`src/rtl/vx_commit_pkg.sv`:
```
// Shared types and constants for the commit/writeback return path.
package vx_commit_pkg;

    localparam int DEF_NUM_THREADS = 4;
    localparam int DEF_NW_BITS     = 2;
    localparam int DEF_UUID_BITS   = 44;
    localparam int DEF_NR_BITS     = 6;

    localparam int UNIT_ALU = 0;
    localparam int UNIT_LSU = 1;
    localparam int UNIT_CSR = 2;
    localparam int UNIT_FPU = 3;
    localparam int UNIT_GPU = 4;

    localparam int FIFO_DEPTH = 2;

    typedef struct packed {
        logic [DEF_UUID_BITS-1:0]      uuid;
        logic [DEF_NW_BITS-1:0]        wid;
        logic [DEF_NUM_THREADS-1:0]    tmask;
        logic [31:0]                   PC;
        logic [DEF_NR_BITS-1:0]        rd;
        logic                          wb;
        logic                          eop;
        logic [DEF_NUM_THREADS*32-1:0] data;
    } commit_t;

    // Only wb=1 commits are queued, so the queued form drops the wb flag.
    typedef struct packed {
        logic [DEF_UUID_BITS-1:0]      uuid;
        logic [DEF_NW_BITS-1:0]        wid;
        logic [DEF_NUM_THREADS-1:0]    tmask;
        logic [31:0]                   PC;
        logic [DEF_NR_BITS-1:0]        rd;
        logic                          eop;
        logic [DEF_NUM_THREADS*32-1:0] data;
    } wb_entry_t;

endpackage

```
`src/rtl/vx_rr_arbiter.sv`:
```
// Round-robin arbiter: grants the first requester at or after the pointer;
// the pointer moves past the winner only when the grant is accepted.
module vx_rr_arbiter #(
    parameter int N = 5,
    localparam int IW = (N > 1) ? $clog2(N) : 1
) (
    input  logic          clk,
    input  logic          reset,
    input  logic [N-1:0]  i_req,
    input  logic          i_advance,
    output logic [N-1:0]  o_grant,
    output logic [IW-1:0] o_grant_idx
);

    logic [IW-1:0] r_ptr;
    logic          w_found;

    always_comb begin
        w_found     = 1'b0;
        o_grant_idx = r_ptr;
        o_grant     = '0;
        for (int k = 0; k < N; k++) begin
            int cand;
            cand = int'(r_ptr) + k;
            if (cand >= N) cand = cand - N;
            if (!w_found && i_req[cand]) begin
                w_found     = 1'b1;
                o_grant_idx = IW'(cand);
            end
        end
        if (w_found) o_grant = N'(1) << o_grant_idx;
    end

    always_ff @(posedge clk) begin
        if (!reset) begin
            r_ptr <= '0;
        end else if (i_advance) begin
            r_ptr <= (o_grant_idx == IW'(N - 1)) ? '0 : o_grant_idx + 1'b1;
        end
    end

endmodule

```
`src/rtl/vx_commit_arbiter.sv`:
```
// Collects unit commits round-robin into a 2-entry writeback FIFO and
// counts retired instructions (eop packets), including wb=0 commits.
module vx_commit_arbiter
    import vx_commit_pkg::*;
#(
    parameter int NUM_UNITS   = 5,
    parameter int NUM_THREADS = 4,
    parameter int NW_BITS     = 2,
    parameter int UUID_BITS   = 44,
    parameter int NR_BITS     = 6,
    parameter int CNT_WIDTH   = 64
) (
    input  logic                                clk,
    input  logic                                reset,
    input  logic [NUM_UNITS-1:0]                cmt_valid,
    output logic [NUM_UNITS-1:0]                cmt_ready,
    input  logic [NUM_UNITS*UUID_BITS-1:0]      cmt_uuid,
    input  logic [NUM_UNITS*NW_BITS-1:0]        cmt_wid,
    input  logic [NUM_UNITS*NUM_THREADS-1:0]    cmt_tmask,
    input  logic [NUM_UNITS*32-1:0]             cmt_PC,
    input  logic [NUM_UNITS*NR_BITS-1:0]        cmt_rd,
    input  logic [NUM_UNITS-1:0]                cmt_wb,
    input  logic [NUM_UNITS-1:0]                cmt_eop,
    input  logic [NUM_UNITS*NUM_THREADS*32-1:0] cmt_data,
    output logic                                wb_valid,
    input  logic                                wb_ready,
    output logic [UUID_BITS-1:0]                wb_uuid,
    output logic [NW_BITS-1:0]                  wb_wid,
    output logic [NUM_THREADS-1:0]              wb_tmask,
    output logic [31:0]                         wb_PC,
    output logic [NR_BITS-1:0]                  wb_rd,
    output logic                                wb_eop,
    output logic [NUM_THREADS*32-1:0]           wb_data,
    output logic [CNT_WIDTH-1:0]                instret
);

    localparam int IW = (NUM_UNITS > 1) ? $clog2(NUM_UNITS) : 1;
    localparam int DW = NUM_THREADS * 32;

    commit_t        w_units [NUM_UNITS];
    commit_t        w_sel;
    wb_entry_t      r_mem [FIFO_DEPTH];
    wb_entry_t      w_head;
    wb_entry_t      w_push_entry;
    logic [1:0]     r_count;
    logic           r_head;
    logic           w_tail;
    logic [CNT_WIDTH-1:0] r_instret;
    logic [NUM_UNITS-1:0] w_grant;
    logic [IW-1:0]  w_grant_idx;
    logic           w_ok;
    logic           w_accept;
    logic           w_push;
    logic           w_pop;

    generate
        for (genvar gi = 0; gi < NUM_UNITS; gi++) begin : g_unpack
            assign w_units[gi] = commit_t'({
                cmt_uuid [gi*UUID_BITS   +: UUID_BITS],
                cmt_wid  [gi*NW_BITS     +: NW_BITS],
                cmt_tmask[gi*NUM_THREADS +: NUM_THREADS],
                cmt_PC   [gi*32          +: 32],
                cmt_rd   [gi*NR_BITS     +: NR_BITS],
                cmt_wb   [gi],
                cmt_eop  [gi],
                cmt_data [gi*DW          +: DW]
            });
        end
    endgenerate

    vx_rr_arbiter #(.N(NUM_UNITS)) u_arb (
        .clk         (clk),
        .reset       (reset),
        .i_req       (cmt_valid),
        .i_advance   (w_accept),
        .o_grant     (w_grant),
        .o_grant_idx (w_grant_idx)
    );

    assign w_sel = w_units[w_grant_idx];

    // Silent (wb=0) retirements bypass the FIFO, so only wb=1 needs space.
    assign w_ok      = reset && (!w_sel.wb || (r_count != 2'(FIFO_DEPTH)));
    assign cmt_ready = w_grant & {NUM_UNITS{w_ok}};
    assign w_accept  = |(cmt_valid & cmt_ready);
    assign w_push    = w_accept && w_sel.wb;
    assign w_pop     = wb_valid && wb_ready;
    assign w_tail    = r_head ^ r_count[0];

    assign w_push_entry = '{uuid: w_sel.uuid, wid: w_sel.wid, tmask: w_sel.tmask,
                            PC: w_sel.PC, rd: w_sel.rd, eop: w_sel.eop, data: w_sel.data};

    always_ff @(posedge clk) begin
        if (w_push) r_mem[w_tail] <= w_push_entry;
    end

    always_ff @(posedge clk) begin
        if (!reset) begin
            r_count   <= '0;
            r_head    <= 1'b0;
            r_instret <= '0;
        end else begin
            case ({w_push, w_pop})
                2'b10:   r_count <= r_count + 2'd1;
                2'b01:   r_count <= r_count - 2'd1;
                default: r_count <= r_count;
            endcase
            if (w_pop) r_head <= ~r_head;
            if (w_accept && w_sel.eop) r_instret <= r_instret + 1'b1;
        end
    end

    assign w_head   = r_mem[r_head];
    assign wb_valid = (r_count != 2'd0);
    assign wb_uuid  = wb_valid ? w_head.uuid  : '0;
    assign wb_wid   = wb_valid ? w_head.wid   : '0;
    assign wb_tmask = wb_valid ? w_head.tmask : '0;
    assign wb_PC    = wb_valid ? w_head.PC    : '0;
    assign wb_rd    = wb_valid ? w_head.rd    : '0;
    assign wb_eop   = wb_valid ? w_head.eop   : 1'b0;
    assign wb_data  = wb_valid ? w_head.data  : '0;
    assign instret  = r_instret;

endmodule

```
`config.mk`:
```
export PLATFORM = sky130hd
export DESIGN_NAME = vx_commit_arbiter
export DESIGN_NICKNAME = d
export VERILOG_FILES = /design/src/rtl/vx_commit_pkg.sv /design/src/rtl/vx_rr_arbiter.sv /design/src/rtl/vx_commit_arbiter.sv
export SDC_FILE = /design/constraint.sdc
export NUM_CORES = 1
export LEC_CHECK = 0
export BUFFER_PORTS_ARGS = -buffer_cell sky130_fd_sc_hd__buf_2
export CORE_AREA = 2 2 534 536
export CTS_BUF_LIST = sky130_fd_sc_hd__clkbuf_4
export CTS_CLUSTER_DIAMETER = 30
export DETAILED_ROUTE_END_ITERATION = 12
export DIE_AREA = 0 0 536 538
export PLACE_DENSITY = 0.35
export SYNTH_ARGS = -nofsm -noshare
export SYNTH_HDL_FRONTEND = slang
export SYNTH_SLANG_ARGS = --single-unit
```
`constraint.sdc`:
```
create_clock -name clk -period 27.1 [get_ports clk]
set_input_delay 4.065 -clock clk [delete_from_list [all_inputs] [get_ports clk]]
set_output_delay 4.065 -clock clk [all_outputs]
set_load 0.03 [all_outputs]
```
Yosys cells after proc, flatten, opt, wreduce, memory -nomap -nowiden
Memories as Yosys holds them, arrays and structs flattened. A register that Yosys moved wholly into a read port is not among the register bits.
Cells that the tools add are included.
Word-level totals
  register bits after elaboration: 70
  latch bits: 0
  RAM bits: 434
  memory bits (read-only): 0
  bits of input ports: 1098
  output and inout bits: 287
  word-level logic and storage cells: 103
  memories kept: 1
Memories
  r_mem: depth 2, width 217, rd ports 1, clocked after Yosys merged registers in 1, write ports 1, RTL line vx_commit_arbiter.sv:42  | wb_entry_t r_mem [FIFO_DEPTH];
Operators by class
  $add $sub $neg: 13
  $mul: 0
  div/mod/pow operators: 0
  $lt $le $gt $ge: 11
  equal/unequal tests: 4
  shifts and indexed selects: 1
  mux-type cells: 47
  bitwise gates (word level): 5
  reduce and logical (&&, ||, !) cells: 17
Operators by type and width (number)
  218-bit binary-select mux with 3-bit select: 1
  218-bit 2-to-1 mux: 2
  32-bit 2-to-1 mux: 6
  32-bit by 5-bit < comparator with 1-bit output (second input constant): 5
  32-bit by 4-bit >= comparator with 1-bit output (second input constant): 4
  128-bit 2-to-1 mux: 1
  32-bit by 4-bit subtractor with 32-bit output (second input constant): 4
  64-bit by 1-bit adder with 64-bit output (second input constant): 1
  44-bit 2-to-1 mux: 1
  1-bit 2-to-1 mux: 20
  3-bit 2-to-1 mux: 6
  1-bit binary-select mux with 3-bit select: 5
  5-bit bitwise AND: 2
  3-bit by 2-bit adder with 4-bit output (second input constant): 2
  1-bit logical AND: 8
  6-bit 2-to-1 mux: 1
  1-bit zero test: 5
  5-bit 2-to-1 mux: 1
  5-bit OR reduction: 1
  1-bit by 3-bit << shifter with 5-bit output (first input constant): 1
  3-bit by 1-bit adder with 4-bit output (second input constant): 1
  3-bit by 3-bit adder with 4-bit output (second input constant): 1
  4-bit >= comparator (second input constant): 1
  4-bit 2-to-1 mux: 1
  other kinds (16): 17

Logic depth before layout (Yosys ltp)
Gate-level depths: netlist (run 1).
  depth after elaboration: 31
  gate-level depth with buffers: 30

By module
Synthesis (run 1) repeated with hierarchy kept, for this count alone.
Unflattened totals
  cell total of the unflattened synthesis: 2775
  area, all modules: 29537.1 sq um
Modules (own cells, without submodules)
  vx_commit_arbiter: times used 1, cells an instance 2581, area each 27955.6 sq um, seq. area each 14393.8 sq um
  vx_rr_arbiter: times used 1, cells an instance 194, area each 1581.5 sq um, seq. area each 60.1 sq um

Worst setup path before layout (run 1)
No wires, ideal clock.
  path kind: input to register
  from: input port cmt_valid[1]
  to: memory r_mem[0][0] (netlist name) (enable)
  setup time: 1.114 ns
  data arrival time: 23.690 ns
  required time: 25.986 ns
  path slack: 2.295 ns
  stages on the path: 19
  cell sequence: clkbuf_1 -> nor2_1 -> mux4_2 -> o31ai_2 -> and3b_1 -> and4_1 -> a21oi_4 -> buf_2 -> clkbuf_1 -> clkbuf_1 -> ha_1 -> ha_1 -> a22oi_1 -> nor2_1 -> a22oi_1 -> buf_4 -> buf_6 -> buf_2 -> a211oi_1
On the way
  word-level cells in the longest chain between the ends: 29
  elaborated cells on any way between the ends: 48
  classes of those cells: shift: 1; mux: 31; bitwise: 3; reduce/logical: 13
RTL lines
  start: declaration: RTL line vx_commit_arbiter.sv:15  | input logic [NUM_UNITS-1:0] cmt_valid,
  1-bit binary-select mux with 3-bit select: RTL line vx_rr_arbiter.sv:26  | if (!w_found && i_req[cand]) begin
  1-bit 2-to-1 mux (not written as such) (2 in a row): RTL line vx_rr_arbiter.sv:26
  1-bit 2-to-1 mux: RTL line vx_rr_arbiter.sv:26
  1-bit zero test: RTL line vx_rr_arbiter.sv:26
  1-bit logical AND: RTL line vx_rr_arbiter.sv:26
  1-bit 2-to-1 mux: RTL line vx_rr_arbiter.sv:26
  1-bit zero test: RTL line vx_rr_arbiter.sv:26
  1-bit logical AND: RTL line vx_rr_arbiter.sv:26
  [... 12 more ...]
  1-bit logical OR: RTL line vx_commit_arbiter.sv:83  | assign w_ok = reset && (!w_sel.wb || (r_count != 2'(FIFO_DEPTH)));
  1-bit logical AND: RTL line vx_commit_arbiter.sv:83
  5-bit bitwise AND: RTL line vx_commit_arbiter.sv:84  | assign cmt_ready = w_grant & {NUM_UNITS{w_ok}};
  5-bit bitwise AND: RTL line vx_commit_arbiter.sv:85  | assign w_accept = |(cmt_valid & cmt_ready);
  5-bit OR reduction: RTL line vx_commit_arbiter.sv:85
  1-bit logical AND (*): RTL line vx_commit_arbiter.sv:86  | assign w_push = w_accept && w_sel.wb;
  1-bit 2-to-1 mux (*): RTL line vx_commit_arbiter.sv:94  | if (w_push) r_mem[w_tail] <= w_push_entry;
  1-bit 2-to-1 mux (not written as such) (*): RTL line vx_commit_arbiter.sv:94
  end: declaration: RTL line vx_commit_arbiter.sv:42
Mark *: on every way between the ends. The rest lies on a longest branch, timed or not. The select of a mux whose other input is x is not followed.

Worst setup path after layout (run 1)
  from: input port cmt_valid[2]
  to: output port cmt_ready[0]
On the way
  word-level cells in the longest chain between the ends: 24
  elaborated cells on any way between the ends: 43
  classes of those cells: shift: 1; mux: 29; bitwise: 2; reduce/logical: 11
RTL lines
  1-bit binary-select mux with 3-bit select: RTL line vx_rr_arbiter.sv:26
  1-bit 2-to-1 mux (not written as such) (2 in a row): RTL line vx_rr_arbiter.sv:26
  1-bit 2-to-1 mux: RTL line vx_rr_arbiter.sv:26
  1-bit zero test: RTL line vx_rr_arbiter.sv:26
  1-bit logical AND: RTL line vx_rr_arbiter.sv:26
  1-bit 2-to-1 mux: RTL line vx_rr_arbiter.sv:26
  1-bit zero test: RTL line vx_rr_arbiter.sv:26
  1-bit logical AND: RTL line vx_rr_arbiter.sv:26
  [... 6 more ...]
  3-bit 2-to-1 mux: RTL line vx_rr_arbiter.sv:26
  3-bit NOT with 4-bit output (not written as such): RTL line vx_commit_arbiter.sv:80  | assign w_sel = w_units[w_grant_idx];
  218-bit binary-select mux with 3-bit select: RTL line vx_commit_arbiter.sv:80
  218-bit 2-to-1 mux (not written as such) (2 in a row): RTL line vx_commit_arbiter.sv:80
  1-bit zero test: RTL line vx_commit_arbiter.sv:83
  1-bit logical OR: RTL line vx_commit_arbiter.sv:83
  1-bit logical AND: RTL line vx_commit_arbiter.sv:83
  5-bit bitwise AND (*): RTL line vx_commit_arbiter.sv:84
  end: declaration: RTL line vx_commit_arbiter.sv:16  | output logic [NUM_UNITS-1:0] cmt_ready,
Marks and branches as above.

==> results of run 1 <==
-- per-stage QoR --
stage / util [%] / power, mW
finish: 15.4 / 7.02
global route: 15.4 / 7.50
CTS: 15.4 / 7.19
detailed placement: 14.6 / 6.29
floorplan: - / 4.70
global placement: 14.6 / 6.23
-- sequential cells by signal, summed over array words and instances, names as in the netlist, named ones only --
| name | flops |
|---|---|
| r_mem | 434 |
| instret | 64 |
| u_arb.r_ptr | 3 |
| r_count | 2 |
| r_head | 1 |
-- layer usage --
metal / global-route usage, % / share of wire [%] / wire length [um] / vias up
li1: - / - / - / 13600
met1: 15.7 / 40 / 84000 / 14600
met2: 23.4 / 48 / 101000 / 1417
met3: 4.81 / 8.3 / 17400 / 338
met4: 4.79 / 3.3 / 6980 / 40
met5: 0 / 0.12 / 256 / -
-- Yosys cell counts, types with 2 or more instances --
library cell	number	area share, %
a211o_1	5	0.14
a211oi_1	10	0.25
a21o_1	3	0.075
a21oi_1	72	1.2
a221oi_1	2	0.058
a22oi_1	5	0.12
a31oi_1	2	0.041
a32o_1	217	7.2
and2_1	21	0.43
and3_1	19	0.39
and3b_1	3	0.087
and4_1	8	0.23
buf_1	45	0.56
buf_2	51	0.84
buf_4	2	0.050
buf_6	6	0.22
clkbuf_1	141	1.8
dfxtp_1	71	4.7
edfxtp_1	434	43
ha_1	16	0.66
inv_1	16	0.20
inv_2	6	0.075
mux2i_1	664	22
mux4_2	2	0.15
nand2_1	483	6.0
nand2b_1	11	0.23
nand3_1	37	0.61
nand4_1	10	0.21
nor2_1	242	3.0
nor2b_1	10	0.21
nor3_1	9	0.15
nor4_1	3	0.062
nor4b_1	3	0.087
o2111ai_1	2	0.058
o211ai_1	5	0.12
o21a_1	2	0.050
o21ai_0	12	0.20
o21ai_1	2	0.033
o22ai_1	5	0.10
o31ai_1	58	1.4
or3_1	4	0.083
or4_1	57	1.4
xnor2_1	4	0.12
xor2_1	3	0.087
-- cell type report --
type	instances	area, sq um
diodes	37	92.6
clock buffers	250	1880
clock inverters	79	372
fillers	32200	240000
inverters	22	97.6
multi-input cells	2046	14700
flip-flops and latches	505	14500
well taps	3762	4710
repair buffers	1438	7340
-- worst min-delay path by stage --
stage	to	slack, ps	depth (start not counted)
detailed placement	instret[63]$_SDFFE_PN0P_	460	1
floorplan	r_count[1]$_SDFFE_PN0P_	470	2
finish	instret[63]$_SDFFE_PN0P_	480	1
global route	instret[63]$_SDFFE_PN0P_	480	1
global placement	instret[63]$_SDFFE_PN0P_	450	1
CTS	instret[63]$_SDFFE_PN0P_	470	1
-- power groups by stage --
stage	clock network, mW	logic, mW	registers [mW]
after floorplan	0	2.96	1.74
after global placement	0	4.62	1.61
after detailed placement	0	4.67	1.62
after CTS	0.907	4.68	1.60
after global routing	0.947	4.93	1.63
final	0.845	4.57	1.60
-- cell families (layout without fill, tap and decap cells) --
| family | count (synthesis) | after routing |
|---|---|---|
| flip-flops | 505 | 505 |
| AND/OR/NAND/NOR | 926 | 926 |
| other | 0 | 37 |
| multiplexers | 667 | 667 |
| AO/OA/AOI/OAI | 429 | 429 |
| XOR/XNOR | 7 | 7 |
| buffers and inverters | 267 | 1789 |
| adder cells (fa/ha/maj) | 17 | 17 |
-- worst register-to-register path: stages, from the launching register on --
cell	delay (ps)
dfxtp_1	300
buf_4	330
inv_2	270
ha_1	690
inv_1	370
nor2_1	80
mux4_2	500
o31ai_2	370
and3b_1	270
and4_1	240
a21oi_4	470
buf_4	750
buf_4	720
buf_4	740
buf_4	850
buf_4	900
mux2i_1	310
nand2_1	100
a32o_1	340
==> summary.md, run 1 <==
| Metric | Value |
|---|---|
| Fmax | `79.0 MHz` |
| Final worst path period need | `12650 ps` |
| DR vias/cell | `3.68` |
| CP startpoint | `cmt_valid[2]` |
| CP Max Fanout | `52` |
| Area Overhead vs Synth | `44.4%` |
| Starting Density | `10.7%` |
| Cell Int Power | `3.45 mW` |
| WP depth | `13` |
| Post-synth EDFFs | `434` |
| Seq pwr share | `22.8%` |
| Nature of the critical path endpoint | `output port` |
| Status | `finished, final reports clean` |
| Part of the cycle the worst path needs | `46.7%` |
| RSZ-0062 raised after global routing | `false` |
| DP HPWL | `171000 um` |
| Ports | `1385` |
| Die Width | `536 um` |
| Hold WC Path Type | `reg -> reg` |
| CP peak stage delay | `620 ps` |
| Cells after Synth | `2818` |
| CP endpoint | `cmt_ready[0]` |
| Sw Pwr | `3.57 mW` |
| Cell Area, Synth | `0.0302 sq mm` |
| Commonest non-fill, non-tap cell in the layout | `buf_2` |
| Initial antenna violation count | `99` |
| Worst Path Arrival | `8590 ps` |
| Commonest cells after routing, fill and taps aside | `buf_2, mux2i_1, nand2_1` |
| Hold Path Origin | `instret[63]$_SDFFE_PN0P_` |
| # hold bufs at CTS | `0` |
| DR WL/cell | `25.7 um` |
| Synth Area in Adders | `0.729%` |
| Layout Cells excl Fill | `8139` |
| Clock power frac | `12.0%` |
| Vias | `30000` |
| R2R cell count | `18` |
| Drt drc | `0` |
| Placed cell area | `0.0413 sq mm` |
| Core ar. | `0.283 sq mm` |
| Grt ovf | `0` |
| CTS HTree Levels | `4` |
| Root Driver | `clkbuf_4` |
| Critical path's slowest cell | `buf_4` |
| Switching share of power | `50.9%` |
| Slew Limit Fails | `0` |
| Async SR Flop Fraction | `0%` |
| Clock Sinks | `505` |
| Post-route setup TNS | `0 ps` |
| YS warnings | `0` |
| Critical Path RT | `23030 ps` |
| Share of layout cells above drive strength 1 | `40.2%` |
| PostCTS Resize Cnt | `0` |
| RR Endpoint | `r_mem[1][120]$_DFFE_PP_` |
| First-pass GRT wire length | `268000 um` |
| Antenna-violating nets left | `0` |
| Worst-Margin Slew | `1040 ps` |
| Xor/xnor share of the synthesized area | `0.203%` |
| Final number of setup-violating endpoints | `0` |
| Worst reg2reg setup slack | `18210 ps` |
| Fin worst setup slack | `14450 ps` |
| Final hold vios | `0` |
| CTS tree | `yes` |
| Multiplexer share of the synthesized area | `22.2%` |
| Minimum hold slack | `479 ps` |
| Placement Setup Slack | `14340 ps` |
| Maximum VDD drop | `0.148 mV` |
| Worst r2r src | `u_arb.r_ptr[0]$_SDFFE_PN0N_` |
| Reg clk slew, reported paths | `60 ps` |
| Power density over the cells | `161 mW/mm^2` |
| Logic pwr share | `65.1%` |
| Gr usage total | `13.7%` |
| CP startpoint kind | `input pin` |
| Die Span Y | `538 um` |
| Post-synthesis simple-gate area fraction | `13.4%` |
| Largest family of logic cells by synthesized area | `multiplexers` |
| Bufs and invs on worst path | `4` |
| Register area share after synthesis | `47.8%` |
| Synth Area in Compound Gates | `12.0%` |
| Yosys reg bits | `505` |
| Worst-path cell chain | `buf_2 -> nor2b_1 -> mux4_2 -> o31ai_2 -> nand3b_1 -> a211oi_1 -> nor2_4 -> buf_4 -> buf_4 -> o211ai_1 -> a311oi_2 -> and2_1 -> buf_2` |
| Post-CTS setup repair buffer count | `0` |
| GP Congestion | `0.913` |
| 1st-pass router iterations | `7` |
| Worst-Skew Late Latency | `1090 ps` |
| Leak pwr | `16.8 nW` |
| Die area | `0.288 sq mm` |
| Top Family by Delay on Critical Path | `buffers and inverters` |
| Synth unique cells | `79` |
| Largest net degree at the start of global routing | `124` |
| Routed wire length | `209000 um` |
| Layout Skew | `96.0 ps` |
| Max_cap viols | `0` |
| Syn nets | `3933` |
| Number of core rows | `196` |
| Leading register cell type out of synthesis | `edfxtp_1` |
| Port bufs | `1384` |
| Design area | `0.0436 sq mm` |
| Avg Inst Size Synth | `10.7 sq um` |
| Slew HR | `30.9%` |
| Vias in the first global route | `30100` |
| Dpl cells | `7773` |
| Maximum buffer depth of the clock tree | `4` |
| DRT iter0 DRCs | `1682` |
| WS Path Type | `in -> out` |
| Num CTS Buffers | `190` |
| # nets final | `5318` |
Power figures use the tool's default switching activity.
==> inputs of run 2 (changes only) <==
==> constraint.sdc (replaced) <==
create_clock -name clk -period 12.2 [get_ports clk]
set_input_delay 1.83 -clock clk [delete_from_list [all_inputs] [get_ports clk]]
set_output_delay 1.83 -clock clk [all_outputs]
set_load 0.03 [all_outputs]
==> run 2 against run 1 <==
Against the previous run:
- setup slack got worse by 10000 ps
- sequential share of layout area is 0.071 points higher
- first-iteration DRC count shrank 4.5%
- register-to-register slack got worse by 13000 ps
- clock-buffer cell count fell by 20
- final cell count shrank 0.43%
- largest cell class unchanged
==> summary.md, run 2 (synthesized netlist as in run 1, its figures left out) <==
| Metric | Value |
|---|---|
| Starting Density | `10.7% (unchanged)` |
| WS Path Type | `reg -> out` |
| Port bufs | `1384 (unchanged)` |
| Critical path's slowest cell | `ha_1` |
| RR Endpoint | `r_mem[1][135]$_DFFE_PP_` |
| Worst-Skew Late Latency | `1150 ps (+60 ps)` |
| CP startpoint | `u_arb.r_ptr[0]$_SDFFE_PN0N_` |
| Max FFs per register | `434 (unchanged)` |
| CTS HTree Levels | `4 (unchanged)` |
| Drt drc | `0 (unchanged)` |
| WP depth | `18 (+5)` |
| Core ar. | `0.283 sq mm (unchanged)` |
| Root Driver | `clkbuf_4` |
| Clock Sinks | `505 (unchanged)` |
| Design area | `0.0436 sq mm (-0.22%)` |
| Max_cap viols | `0 (unchanged)` |
| Die Width | `536 um (unchanged)` |
| CP Max Fanout | `65 (+25%)` |
| Nature of the critical path endpoint | `output port` |
| Slew HR | `21.4% (-9.4 points)` |
| Status | `finished, final reports clean` |
| PostCTS Resize Cnt | `0 (unchanged)` |
| Worst r2r src | `u_arb.r_ptr[0]$_SDFFE_PN0N_` |
| Die Span Y | `538 um (unchanged)` |
| Reg with most FFs | `r_mem` |
| Vias | `29800 (-0.58%)` |
| Worst-Margin Slew | `1180 ps (+142 ps)` |
| CP startpoint kind | `register` |
| RSZ-0062 raised after global routing | `false` |
| Area Overhead vs Synth | `44.1%` |
| DR vias/cell | `3.68 (-0.15%)` |
| Commonest cells after routing, fill and taps aside | `buf_2, mux2i_1, nand2_1` |
| Final number of setup-violating endpoints | `0 (unchanged)` |
| Num CTS Buffers | `178 (-6.3%)` |
| CTS tree | `yes` |
| # nets final | `5299 (-0.36%)` |
| R2R cell count | `20 (+2)` |
| Maximum VDD drop | `0.312 mV (+110%)` |
| Critical Path RT | `10370 ps (-12660 ps)` |
| Slew Limit Fails | `0 (unchanged)` |
| Antenna-violating nets left | `0 (unchanged)` |
| Power density over the cells | `355 mW/mm^2 (+120%)` |
| Initial antenna violation count | `86 (-13%)` |
| Worst-path cell chain | `buf_4 -> inv_2 -> ha_1 -> ha_1 -> nand2_1 -> o21ai_2 -> xnor2_1 -> mux2_2 -> o211ai_1 -> a41oi_2 -> a21oi_4 -> buf_12 -> inv_2 -> a311oi_1 -> o221ai_2 -> nor2b_1 -> and2_1 -> buf_2` |
| Gr usage total | `13.4% (-0.29 points)` |
| DP HPWL | `166000 um (-3.0%)` |
| First-pass GRT wire length | `264000 um (-1.3%)` |
| Number of core rows | `196 (unchanged)` |
| Post-route setup TNS | `0 ps (unchanged)` |
| Routed wire length | `205000 um (-2.1%)` |
| Maximum buffer depth of the clock tree | `4 (unchanged)` |
| CP endpoint | `cmt_ready[3]` |
| Ports | `1385 (unchanged)` |
| Worst Path Arrival | `6220 ps (-2370 ps)` |
| Top Family by Delay on Critical Path | `buffers and inverters` |
| Leak pwr | `16.7 nW (-0.59%)` |
| Layout Cells excl Fill | `8104 (-0.43%)` |
| DRT iter0 DRCs | `1607 (-4.5%)` |
| Largest net degree at the start of global routing | `110 (-11%)` |
| Part of the cycle the worst path needs | `66.0%` |
| Fmax | `124 MHz` |
| Post-CTS setup repair buffer count | `0 (unchanged)` |
| Dpl cells | `7766 (-0.090%)` |
| Final worst path period need | `8050 ps` |
| Layout Skew | `134 ps (+38.3 ps)` |
| Worst reg2reg setup slack | `5010 ps (-13200 ps)` |
| CP peak stage delay | `560 ps (-60 ps)` |
| GP Congestion | `0.933 (+2.2%)` |
| Die area | `0.288 sq mm (unchanged)` |
| Placed cell area | `0.0414 sq mm (+0.20%)` |
| Hold WC Path Type | `reg -> reg` |
| Reg clk slew, reported paths | `60 ps (about the same)` |
| # hold bufs at CTS | `0 (unchanged)` |
| Bufs and invs on worst path | `5 (+1)` |
| DR WL/cell | `25.3 um (-1.7%)` |
| Grt ovf | `0 (unchanged)` |
| Share of layout cells above drive strength 1 | `40.0% (-0.25 points)` |
| Commonest non-fill, non-tap cell in the layout | `buf_2` |
| 1st-pass router iterations | `5 (-2)` |
| Final hold vios | `0 (unchanged)` |
| Vias in the first global route | `30400 (+1.0%)` |
-- run 2: changes by cell type in the layout (fill, tap and decap cells not counted), sizes merged --
cell / delta
clkinv: -15
buf: -7
diode: +5
clkinvlp: -1
inv: +2
bufinv: +1
clkbuf: -20
-- run 2: per-stage QoR --
| stage | worst slack, ps | hold WS (ps) | power, mW | util [%] |
|---|---|---|---|---|
| 6_report | 4150 | 482 | 15.5 | 15.4 |
| 5_1_grt | 3600 | 511 | 16.4 | 15.4 |
| 4_1_cts | 3840 | 483 | 15.8 | 15.3 |
| 3_5_place_dp | 4730 | 469 | 13.9 | 14.6 |
| 3_3_place_gp | 4550 | 453 | 13.7 | 14.6 |
| 2_1_floorplan | 628 | 467 | 10.2 | - |
-- run 2: worst min path at each step --
stage,from,endpoint,depth (start not counted)
global route,instret[14]$_SDFFE_PN0P_,instret[14]$_SDFFE_PN0P_,2
global placement,instret[63]$_SDFFE_PN0P_,instret[63]$_SDFFE_PN0P_,1
detailed placement,instret[63]$_SDFFE_PN0P_,instret[63]$_SDFFE_PN0P_,1
finish,instret[63]$_SDFFE_PN0P_,instret[63]$_SDFFE_PN0P_,2
CTS,instret[63]$_SDFFE_PN0P_,instret[63]$_SDFFE_PN0P_,2
floorplan,r_count[1]$_SDFFE_PN0P_,r_count[1]$_SDFFE_PN0P_,2
-- run 2: tightest hold or removal path, delay by kind of cell, from the launching register on --
kind / cells / cell delay (ps)
AND/OR/NAND/NOR: 1 / 60
multiplexers: 1 / 50
flip-flops: 1 / 330
-- run 2: layout make-up --
type | count | area, sq um
repair buffers | 1431 | 7420
clock buffers | 230 | 1730
diodes | 42 | 105
well taps | 3762 | 4710
inverters | 22 | 97.6
multi-input cells | 2046 | 14700
clock inverters | 66 | 332
flip-flops and latches | 505 | 14500
fillers | 32300 | 240000
-- run 2: power by group --
group          internal, mW  total, mW  switching, mW
clock                 0.916       1.77          0.854
sequential             3.42       3.56          0.141
combinational          3.34       10.1           6.79
-- run 2: layer usage --
| layer | up-vias | GRT usage (%) | part of all wire (%) |
|---|---|---|---|
| met2 | 1465 | 22.1 | 46 |
| met3 | 350 | 4.55 | 9.2 |
| met1 | 14400 | 15.8 | 40 |
| li1 | 13600 | - | - |
| met5 | - | 0 | 0.054 |
| met4 | 18 | 5.54 | 4.2 |
==> inputs of run 3 (changes only) <==
--- a/config.mk
+++ b/config.mk
@@ -5,13 +5,14 @@
 export SDC_FILE = /design/constraint.sdc
 export NUM_CORES = 1
 export LEC_CHECK = 0
+export ABC_AREA = 1
 export BUFFER_PORTS_ARGS = -buffer_cell sky130_fd_sc_hd__buf_2
-export CORE_AREA = 2 2 534 536
+export CORE_AREA = 2 2 543 545
 export CTS_BUF_LIST = sky130_fd_sc_hd__clkbuf_4
 export CTS_CLUSTER_DIAMETER = 30
 export DETAILED_ROUTE_END_ITERATION = 12
-export DIE_AREA = 0 0 536 538
-export PLACE_DENSITY = 0.35
+export DIE_AREA = 0 0 545 547
+export PLACE_DENSITY = 0.36
 export SYNTH_ARGS = -nofsm -noshare
 export SYNTH_HDL_FRONTEND = slang
 export SYNTH_SLANG_ARGS = --single-unit
==> constraint.sdc (replaced) <==
create_clock -name clk -period 6.4 [get_ports clk]
set_input_delay 0.96 -clock clk [delete_from_list [all_inputs] [get_ports clk]]
set_output_delay 0.96 -clock clk [all_outputs]
set_load 0.03 [all_outputs]
==> run 3 against run 2 <==
Against the previous run:
- worst hold slack lost 200 ps
- first-iteration DRC count grew 69%
- synthesized area grew 3.4%
- synthesized cell count grew 50%
- die area grew 3.4%
- via count grew 24%
- utilization grew 0.15 points
- setup slack lost 3600 ps
- sequential share of layout area shrank 1.4 points
- critical path depth is the same
- global-route usage grew 2.9 points
==> summary.md, run 3 <==
| Metric | Value |
|---|---|
| Status | `finished, final reports clean` |
| Cell with the most instances after synthesis | `nand2_1` |
| DP HPWL | `211000 um (+27%)` |
| Share of the synthesized area in the top cell type | `41.7% (-1.4 points)` |
| Fin worst setup slack | `544 ps (-3610 ps)` |
| Routed wire length | `257000 um (+25%)` |
| Ports | `1385 (unchanged)` |
| Synth top cells by count | `nand2_1, nand3_1, edfxtp_1` |
| Hold WC Path Type | `in -> reg` |
| Commonest non-fill, non-tap cell in the layout | `nand2_1` |
| Die area | `0.298 sq mm (+3.4%)` |
| FILL cells | `34100 (+5.6%)` |
| Hold Path Origin | `cmt_PC[145]` |
| Nature of the critical path endpoint | `output port` |
| Yosys reg bits | `505 (unchanged)` |
| First-pass GRT wire length | `327000 um (+24%)` |
| Leading register cell type out of synthesis | `edfxtp_1` |
| Post-synth EDFFs | `434 (unchanged)` |
| Vias | `37000 (+24%)` |
| Grt ovf | `0 (unchanged)` |
| Maximum buffer depth of the clock tree | `4 (unchanged)` |
| Reg with most FFs | `r_mem` |
| Max_cap viols | `0 (unchanged)` |
| Slew Limit Fails | `0 (unchanged)` |
| Critical Path RT | `5440 ps (-4930 ps)` |
| Final worst path period need | `5860 ps` |
| Core ar. | `0.293 sq mm (+3.3%)` |
| Top Family by Delay on Critical Path | `simple AND/OR/NAND/NOR gates` |
| Die Span Y | `547 um (+1.7%)` |
| Gr usage total | `16.3% (+2.9 points)` |
| Drt drc | `0 (unchanged)` |
| Final hold vios | `0 (unchanged)` |
| Critical path's slowest cell | `dfxtp_1` |
| Register area share after synthesis | `46.2% (-1.6 points)` |
| Worst-Skew Late Latency | `1140 ps (about the same)` |
| Dpl cells | `9319 (+20%)` |
| Reg clk slew, reported paths | `70 ps (about the same)` |
| RSZ-0062 raised after global routing | `false` |
| CP peak stage delay | `610 ps (+50 ps)` |
| Commonest cells after routing, fill and taps aside | `nand2_1, buf_2, nand3_1` |
| CP Max Fanout | `10 (-85%)` |
| Syn nets | `5355 (+36%)` |
| Final number of setup-violating endpoints | `0 (unchanged)` |
| Worst-Margin Slew | `1070 ps (-104 ps)` |
| CTS tree | `yes` |
| Antenna-violating nets left | `0 (unchanged)` |
| Layout Skew | `165 ps (+30.3 ps)` |
| Die Width | `545 um (+1.7%)` |
| # nets final | `6713 (+27%)` |
| DR vias/cell | `3.81 (+3.8%)` |
| Worst Path Arrival | `4900 ps (-1320 ps)` |
| Max FFs per register | `434 (unchanged)` |
| Avg Inst Size Synth | `7.37 sq um (-31%)` |
| Post-synth top area cell | `edfxtp_1` |
| Most frequent cell on the critical path | `ha_4` |
| DRT iter0 DRCs | `2716 (+69%)` |
| 1st-pass router iterations | `6 (+1)` |
| Fmax | `171 MHz` |
| Root Driver | `clkbuf_4` |
| Number of core rows | `199 (+1.5%)` |
| Largest cells by area after synthesis | `edfxtp_1, nand2_1, nand3_1` |
| Share of layout cells above drive strength 1 | `32.4% (-7.5 points)` |
| CP startpoint kind | `register` |
| Area Overhead vs Synth | `45.3%` |
| Slew HR | `28.4% (+6.9 points)` |
| Cells after Synth | `4240 (+50%)` |
| Worst-path cell chain | `inv_2 -> ha_4 -> a21oi_2 -> xor2_1 -> nor2_1 -> o211ai_1 -> nand3_2 -> nand3_2 -> clkinv_1 -> nand2_2 -> nand2_8 -> buf_4 -> inv_8 -> ha_4 -> ha_4 -> inv_2 -> nor3_1 -> buf_2` |
| Async SR Flop Fraction | `0% (unchanged)` |
| Largest net degree at the start of global routing | `149 (+35%)` |
| Layout Cells excl Fill | `9707 (+20%)` |
| Starting Density | `10.7% (+0.013 points)` |
| Clock Sinks | `505 (unchanged)` |
| Num CTS Buffers | `177 (-0.56%)` |
| CTS HTree Levels | `4 (unchanged)` |
| Cell Area, Synth | `0.0313 sq mm (+3.4%)` |
| YS warnings | `0 (unchanged)` |
| WS Path Type | `reg -> out` |
| Port bufs | `1384 (unchanged)` |
| Bufs and invs on worst path | `6 (+1)` |
| Synth unique cells | `40 (-49%)` |
| Part of the cycle the worst path needs | `91.5%` |
| Initial antenna violation count | `181 (+110%)` |
| Vias in the first global route | `36700 (+21%)` |
| Placement Setup Slack | `1050 ps (-3680 ps)` |
| GP Congestion | `0.958 (+2.7%)` |
| DR WL/cell | `26.5 um (+4.8%)` |
| CP startpoint | `u_arb.r_ptr[2]$_SDFFE_PN0N_` |
| Worst r2r src | `u_arb.r_ptr[2]$_SDFFE_PN0N_` |
| Worst reg2reg setup slack | `1070 ps (-3940 ps)` |
-- run 3: changes by cell type in the layout (fill, tap and decap cells not counted), moves of 29 or more --
cell     before   now
nor2_1      239    99
nand3_2       1    31
nand2_1     483  1527
nand3_1      37   742
mux2i_1     662     0
o31ai_1      58     0
a32o_1      217     0
o21ai_0      12   223
inv_1        16   307
a21oi_1      72   259
a21oi_2       1    30
or4_1        57     0
xor2_1        3    53
-- run 3: cell type report --
class	instances	area, sq um	area share [%]
antenna	63	158	0.347
clock buffer	236	1770	3.90
clock inverter	70	348	0.766
inverter	322	1230	2.72
multi-input combinational	3122	14600	32.2
sequential	505	14500	31.8
tap	3919	4900	10.8
timing repair buffer	1470	7920	17.4
-- run 3: kinds of logic after synthesis --
| logic type | count (synthesis) | synth area share [%] |
|---|---|---|
| adders and majority gates | 17 | 0.705 |
| xor gates and xnor gates | 68 | 1.93 |
| buffers and inverters | 615 | 7.69 |
| DFF | 505 | 46.2 |
| AOI/OAI and AO/OA | 533 | 8.99 |
| and+or+nand+nor | 2502 | 34.4 |
-- run 3: path summary, 6_finish.rpt --
path	endpoint	cells after the start
setup / recovery	cmt_ready[3]	18
hold reg to reg	instret[30]$_SDFFE_PN0P_	2
hold / removal	r_mem[0][152]$_DFFE_PP_	3
setup reg to reg	instret[63]$_SDFFE_PN0P_	23
-- run 3: repair_timing --
action                                  in CTS  in global routing
hold buffers                                 2                  0
gates resized for setup                      0                  3
endpoints found under the hold margin        4                  0
endpoints found under the setup margin       0                  5
buffers inserted                             0                 15
-- run 3: routing by layer --
| layer | global-route usage [%] | routed length, um | vias up |
|---|---|---|---|
| li1 | - | - | 17000 |
| met1 | 19.3 | 103000 | 17700 |
| met2 | 26.7 | 117000 | 1750 |
| met3 | 6.44 | 26900 | 458 |
| met4 | 5.43 | 9930 | 72 |
| met5 | 0 | 506 | - |
-- run 3: per-stage QoR --
step	TNS, ps	utilization (%)	hold WS, ps	cell area, sq um
6_report	0	15.5	281	45400
5_1_grt	0	15.5	86.1	45300
4_1_cts	0	15.4	12.2	45100
2_1_floorplan	-362240	-	455	31400
3_5_place_dp	0	14.7	481	43000
3_3_place_gp	0	14.7	477	43000
-- run 3: worst register-to-register path: cells and delay by family (launching register included) --
kind	cells	cell delay, ps
buffers and inverters	7	1750
DFF	1	610
AOI/OAI and AO/OA	4	920
adders and majority gates	1	340
and+or+nand+nor	11	1610
Power of run 3 is left out: the tool's default activity adds up to more than one toggle a clock period on the data nets, which glitch-free logic cannot reach.
